$ cat src/rtl/rle_pkg.sv
// rtl/rle_pkg.sv - shared types, constants and pair-field helpers for the RLE decoder
//
// Purpose : decoder FSM state encoding, word/pair byte counts and the bit
//           positions of (count, byte) fields inside a compressed 32-bit word.
// Ports   : none (package).
package rle_pkg;

  typedef enum logic [3:0] {
    IDLE,
    RD_ADDR,
    RD_DATA,
    LOAD,
    EXPAND,
    WR,
    NEXT,
    FLUSH,
    FINISH
  } state_e;

  localparam int unsigned WORD_BYTES = 4;
  localparam int unsigned PAIR_BYTES = 2;

  // pair0 = {byte[15:8], count[7:0]}, pair1 = {byte[31:24], count[23:16]}
  localparam int unsigned PAIR0_CNT_LSB  = 0;
  localparam int unsigned PAIR0_BYTE_LSB = 8;
  localparam int unsigned PAIR1_CNT_LSB  = 16;
  localparam int unsigned PAIR1_BYTE_LSB = 24;

  function automatic logic [7:0] pair_count(input logic [31:0] w, input logic sel);
    return sel ? w[PAIR1_CNT_LSB +: 8] : w[PAIR0_CNT_LSB +: 8];
  endfunction

  function automatic logic [7:0] pair_byte(input logic [31:0] w, input logic sel);
    return sel ? w[PAIR1_BYTE_LSB +: 8] : w[PAIR0_BYTE_LSB +: 8];
  endfunction

endpackage

$ cat src/rtl/rle_byte_packer.sv
// rtl/rle_byte_packer.sv - little-endian byte-to-word packer
//
// Purpose : accumulates bytes into a 32-bit word, first byte in [7:0].
// Ports   : clk, nreset      - clock, async active-low reset
//           clear_i          - empty the word and return to lane 0 (wins over byte_valid_i)
//           byte_valid_i     - store byte_i into the current lane and advance
//           byte_i           - byte to store
//           word_o           - packed word, unused lanes zero
//           lane_o           - next lane to be written
//           full_o           - the next accepted byte completes the word
module rle_byte_packer (
  input  logic        clk,
  input  logic        nreset,
  input  logic        clear_i,
  input  logic        byte_valid_i,
  input  logic [7:0]  byte_i,
  output logic [31:0] word_o,
  output logic [1:0]  lane_o,
  output logic        full_o
);

  logic [31:0] out_buf_q;
  logic [1:0]  lane_q;

  always_ff @(posedge clk or negedge nreset) begin
    if (!nreset) begin
      out_buf_q <= '0;
      lane_q    <= '0;
    end else if (clear_i) begin
      out_buf_q <= '0;
      lane_q    <= '0;
    end else if (byte_valid_i) begin
      out_buf_q[{lane_q, 3'b000} +: 8] <= byte_i;
      lane_q                           <= lane_q + 2'd1;
    end
  end

  assign word_o = out_buf_q;
  assign lane_o = lane_q;
  assign full_o = (lane_q == 2'd3);

endmodule

$ cat src/rtl/rle_decode.sv
// rtl/rle_decode.sv - run-length decompressor over a single SRAM port
//
// Purpose : reads (count, byte) pairs from the frame at rle_addr, expands each
//           into count copies of byte, packs them little-endian and writes the
//           words starting at message_addr. Reports length and raises done.
// Ports   : clk, nreset            - clock, async active-low reset
//           start                  - begin decoding (accepted only in IDLE)
//           rle_addr, rle_size     - compressed frame address / length in bytes
//           message_addr           - destination address of the expanded data
//           message_size, done     - expanded byte count, completion flag
//           port_A_*               - SRAM port: clk, addr, we, write data, read data
module rle_decode
  import rle_pkg::*;
(
  input  logic        clk,
  input  logic        nreset,
  input  logic        start,
  input  logic [31:0] rle_addr,
  input  logic [31:0] rle_size,
  input  logic [31:0] message_addr,
  output logic [31:0] message_size,
  output logic        done,
  output logic        port_A_clk,
  output logic [15:0] port_A_addr,
  output logic        port_A_we,
  output logic [31:0] port_A_data_in,
  input  logic [31:0] port_A_data_out
);

  state_e      state_q, state_d;
  logic [31:0] rd_ptr_q, wr_ptr_q, consumed_q, size_q, in_word_q, msg_size_q;
  logic [7:0]  run_rem_q, val_q;
  logic        pair_sel_q, done_q;

  logic [31:0] pk_word;
  logic [1:0]  pk_lane;
  logic        pk_full;

  // An odd trailing byte cannot form a pair, so it is dropped here once.
  logic [31:0] size_even;
  assign size_even = rle_size & ~32'd1;

  logic accept;
  assign accept = (state_q == IDLE) && start;

  logic frame_done;
  assign frame_done = (consumed_q >= size_q);

  rle_byte_packer u_packer (
    .clk          (clk),
    .nreset       (nreset),
    .clear_i      (accept || state_q == WR || state_q == FLUSH),
    .byte_valid_i (state_q == EXPAND),
    .byte_i       (val_q),
    .word_o       (pk_word),
    .lane_o       (pk_lane),
    .full_o       (pk_full)
  );

  always_ff @(posedge clk or negedge nreset) begin
    if (!nreset) state_q <= IDLE;
    else         state_q <= state_d;
  end

  always_comb begin
    state_d = state_q;
    case (state_q)
      IDLE:    if (start) state_d = (size_even == 32'd0) ? FINISH : RD_ADDR;
      RD_ADDR: state_d = RD_DATA;
      RD_DATA: state_d = LOAD;
      LOAD:    state_d = (pair_count(in_word_q, pair_sel_q) == 8'd0) ? NEXT : EXPAND;
      // run_rem_q still holds the pre-decrement value while in EXPAND
      EXPAND:  if (pk_full)                state_d = WR;
               else if (run_rem_q == 8'd1) state_d = NEXT;
      WR:      state_d = (run_rem_q != 8'd0) ? EXPAND : NEXT;
      NEXT:    if (frame_done)   state_d = (pk_lane != 2'd0) ? FLUSH : FINISH;
               else if (!pair_sel_q) state_d = LOAD;
               else                  state_d = RD_ADDR;
      FLUSH:   state_d = FINISH;
      FINISH:  state_d = IDLE;
      default: state_d = IDLE;
    endcase
  end

  always_comb begin
    port_A_addr    = 16'h0000;
    port_A_we      = 1'b0;
    port_A_data_in = 32'h0000_0000;
    case (state_q)
      RD_ADDR: port_A_addr = rd_ptr_q[15:0];
      WR, FLUSH: begin
        port_A_addr    = wr_ptr_q[15:0];
        port_A_we      = 1'b1;
        port_A_data_in = pk_word;
      end
      default: ;
    endcase
  end

  always_ff @(posedge clk or negedge nreset) begin
    if (!nreset) begin
      rd_ptr_q   <= '0;
      wr_ptr_q   <= '0;
      consumed_q <= '0;
      size_q     <= '0;
      in_word_q  <= '0;
      msg_size_q <= '0;
      run_rem_q  <= '0;
      val_q      <= '0;
      pair_sel_q <= 1'b0;
      done_q     <= 1'b0;
    end else begin
      case (state_q)
        IDLE: if (start) begin
          rd_ptr_q   <= rle_addr;
          wr_ptr_q   <= message_addr;
          consumed_q <= '0;
          size_q     <= size_even;
          msg_size_q <= '0;
          done_q     <= 1'b0;
        end
        RD_DATA: begin
          in_word_q  <= port_A_data_out;
          rd_ptr_q   <= rd_ptr_q + 32'(WORD_BYTES);
          pair_sel_q <= 1'b0;
        end
        LOAD: begin
          run_rem_q  <= pair_count(in_word_q, pair_sel_q);
          val_q      <= pair_byte(in_word_q, pair_sel_q);
          consumed_q <= consumed_q + 32'(PAIR_BYTES);
        end
        EXPAND: begin
          run_rem_q  <= run_rem_q - 8'd1;
          msg_size_q <= msg_size_q + 32'd1;
        end
        WR, FLUSH: wr_ptr_q <= wr_ptr_q + 32'(WORD_BYTES);
        NEXT:      if (!frame_done && !pair_sel_q) pair_sel_q <= 1'b1;
        FINISH:    done_q <= 1'b1;
        default: ;
      endcase
    end
  end

  assign message_size = msg_size_q;
  assign done         = done_q;
  assign port_A_clk   = clk;

endmodule

$ cat config.mk
export PLATFORM = sky130hd
export DESIGN_NAME = rle_decode
export DESIGN_NICKNAME = d
export VERILOG_FILES = /design/src/rtl/rle_pkg.sv /design/src/rtl/rle_byte_packer.sv /design/src/rtl/rle_decode.sv
export SDC_FILE = /design/constraint.sdc
export NUM_CORES = 1
export LEC_CHECK = 0
export ABC_AREA = 0
export CORE_MARGIN = 2
export CORE_UTILIZATION = 40
export DETAILED_ROUTE_END_ITERATION = 8
export PLACE_DENSITY = 0.66
export RECOVER_POWER = 50
export SLEW_MARGIN = 25
export SYNTH_ARGS = -nofsm -noshare
export SYNTH_HDL_FRONTEND = slang
export SYNTH_SLANG_ARGS = --single-unit
export TNS_END_PERCENT = 100
$ cat constraint.sdc
create_clock -name clk -period 2.6 [get_ports clk]
set_input_delay 0.39 -clock clk [delete_from_list [all_inputs] [get_ports clk]]
set_output_delay 0.39 -clock clk [all_outputs]
set_load 0.005 [all_outputs]
==> results.json <==
{
  "outcome": "finished, final reports clean",
  "slew_headroom_pct": 12.2,
  "place_congestion": 0.867,
  "antenna_found_initial": 1,
  "max_stage_delay_ns": 0.50,
  "wl_um": 28800,
  "via_per_inst": 5.43,
  "wire_per_inst_um": 16.1,
  "slew_violations": 0,
  "ir_drop_uv": 679,
  "synth_top_area_cell": "dfrtp_1",
  "setup_violations": 0,
  "hold-worst-slack_ns": 0.298,
  "async_flop_share_pct": 100,
  "ant_nets": 0,
  "grt_max_degree": 69,
  "placedCellCount": 1735,
  "clock_skew_ns": 0.00539,
  "setup_slack_ns": 0.0406,
  "fin_setup_tns_ns": 0,
  "syn_nets": 1420,
  "report.power.total_mw": 13.3,
  "boundaryPins": 214,
  "ys.flop_type": "dfrtp_1",
  "cp_max_fo": 35,
  "power_density_mw_per_mm2": 924,
  "min_period_ns": 2.56,
  "area_delta_synth_final_pct": 29.7,
  "port_buffers": 180,
  "dieWidth_um": 170,
  "worst_pin_slew_ns": 1.32,
  "finalInstanceArea_mm2": 0.0144,
  "pre_cts_ws_ns": 0.166,
  "ys_ff_latch": 214,
  "synthTopCellsByArea": "dfrtp_1 48%, nand2_1 9.4%, ha_1 4.9%",
  "synth-edff-count": 0,
  "grt_pass1_vias": 9242,
  "initial_core_util_pct": 41.0,
  "drive_above_1_share_pct": 7.60,
  "drc_errors": 0,
  "die_area_mm2": 0.0290,
  "grt_overflow_total": 0,
  "cts_tree": "yes",
  "grt_pass1_wl_um": 47400,
  "yosysWarningCount": 0,
  "p_leak_nw": 7.00,
  "holdCritPathClass": "in -> reg",
  "coreArea_mm2": 0.0270,
  "core.rowCount": 60,
  "drt_iter0_drc": 830,
  "crit_chain": "nor2b_4, buf_12, and3_1, clkdlybuf4s50_1",
  "final_core_util_pct": 53.1,
  "dr.pass1.iters": 5,
  "critical_path.n_buffers_inverters": 2,
  "yosysUniqueCellTypes": 62,
  "hpwl_um": 20200,
  "die_h_um": 170,
  "timing.fmax_ghz": 0.391,
  "nets": 1608,
  "place_area_mm2": 0.0134,
  "syn_inst": 1246,
  "min_period_over_period_pct": 98.4,
  "maxCapViolCount": 0,
  "ys_seq_area_share_pct": 48.4,
  "rsz0062_at_grt": "yes",
  "clk_pin_slew_ns": 0.06,
  "hold_viol": 0,
  "netlist.area_leader.share_pct": 48.4,
  "cp_top_family": "buffers and inverters",
  "avgSynthCellArea_um2": 8.88,
  "cp.arrival_ns": 2.17,
  "vias": 9716,
  "post_layout_nonfiller_instances": 1789,
  "critPathKind": "reg -> out",
  "track_usage_pct": 20.1,
  "critPathLaunchType": "register",
  "cp_slowest_cell": "clkdlybuf4s50_1",
  "clkLatencyLatePin_ns": 0.62,
  "cp-end-kind": "primary output",
  "synthesis.area_mm2": 0.0111,
  "crit_required_ns": 2.21
}
-- flip-flops by register name (all words and copies together), names as in the netlist, 2 cells and up --
signal,cells
val_q,8
run_rem_q,8
u_packer.lane_o,2
state_q,4
consumed_q,31
message_size,32
wr_ptr_q,16
rd_ptr_q,16
u_packer.word_o,32
size_q,31
in_word_q,32
-- metal layers --
layer	part of all wire, %	wire length [um]	vias up	track usage [%]
li1	-	-	4805	-
met1	47	13600	4604	28.4
met2	45	13100	265	31.8
met3	5.1	1460	42	3.21
met4	2.3	674	0	5.87
met5	0	0	-	0
-- timing repair --
item                                    CTS  global route
endpoints found under the setup margin   49            33
buffers inserted                          3             5
hold buffers                              1             0
endpoints found under the hold margin   118             0
pin swaps                                 0             2
resized for setup                        36            33
cloned                                    1             0
-- worst register-to-register path: stages (launching register included) --
cell and delay [ns]:
dfrtp_2 0.46, nor2_8 0.12, buf_4 0.13, nand3_4 0.08, or2_1 0.34, or3_4 0.43
or2_1 0.36, o211ai_2 0.20, o31ai_2 0.09
-- power by group --
part	internal (mW)	switching [mW]
clock	2.22	1.37
sequential	4.29	0.849
combinational	1.87	2.66
-- synth_stat cells (4+ instances only) --
| master | count |
|---|---|
| and3_1 | 47 |
| and2_1 | 9 |
| dfrtp_1 | 214 |
| o221ai_1 | 4 |
| a22o_1 | 15 |
| inv_1 | 45 |
| a31oi_1 | 7 |
| o211ai_1 | 12 |
| buf_1 | 9 |
| o31ai_1 | 10 |
| ha_1 | 43 |
| nor2_1 | 61 |
| nand4_1 | 22 |
| nor3_1 | 15 |
| a211oi_1 | 10 |
| o22ai_1 | 6 |
| mux2i_1 | 29 |
| nor4_1 | 13 |
| a21o_1 | 6 |
| buf_2 | 6 |
| a311oi_1 | 8 |
| nand3_1 | 91 |
| or4_1 | 4 |
| and4_1 | 5 |
| o21ai_0 | 99 |
| a22oi_1 | 5 |
| o311ai_0 | 5 |
| clkbuf_1 | 46 |
| a21oi_1 | 73 |
| nand2_1 | 278 |
-- cells in the final DEF (no fill, tap or decap), types with 12 or more instances in the layout --
cell type,instances
ha_1,43
dlygate4sd2_1,16
a22o_1,15
nand3_1,91
o21ai_0,98
nand4_1,22
inv_1,45
mux2i_1,29
nor4_1,13
and3_1,44
nand2_1,276
o211ai_1,12
a21oi_1,73
nor3_1,15
clkbuf_16,28
dlymetal6s2s_1,28
dfrtp_1,211
nor2_1,60
buf_4,27
clkdlybuf4s50_1,134
-- final cells by class --
class | count | area, um^2
diodes | 1 | 2.50
multi-input cells | 920 | 5300
flip-flops and latches | 214 | 5360
well taps | 341 | 427
fillers | 2497 | 12700
clock inverters | 9 | 97.6
clock buffers | 35 | 753
repair inverters | 1 | 8.76
inverters | 46 | 185
repair buffers | 222 | 2230
-- cell families (layout without fill, tap and decap cells) --
family | after synthesis | in the layout | share of synthesized area [%]
simple gates | 566 | 566 | 24.1
compound gates | 279 | 279 | 15.7
flops | 214 | 214 | 48.4
buf+inv | 112 | 313 | 4.10
fa+ha+maj | 43 | 43 | 4.86
mux | 29 | 29 | 2.62
xor+xnor | 3 | 3 | 0.237
other cells | 0 | 1 | 0
-- worst paths after layout --
path,start,end,slack (ns),cells after the start
max,state_q[2],port_A_data_in[3],0.04,4
min,port_A_data_out[14],in_word_q[14],0.30,3
max reg2reg,state_q[3],consumed_q[26],0.27,8
min reg2reg,wr_ptr_q[0],wr_ptr_q[0],0.47,2
max in group asynchronous,nreset,message_size[8],0.46,3
min in group asynchronous,nreset,consumed_q[13],0.59,2
No activity file was read; power rests on OpenSTA's default activity.
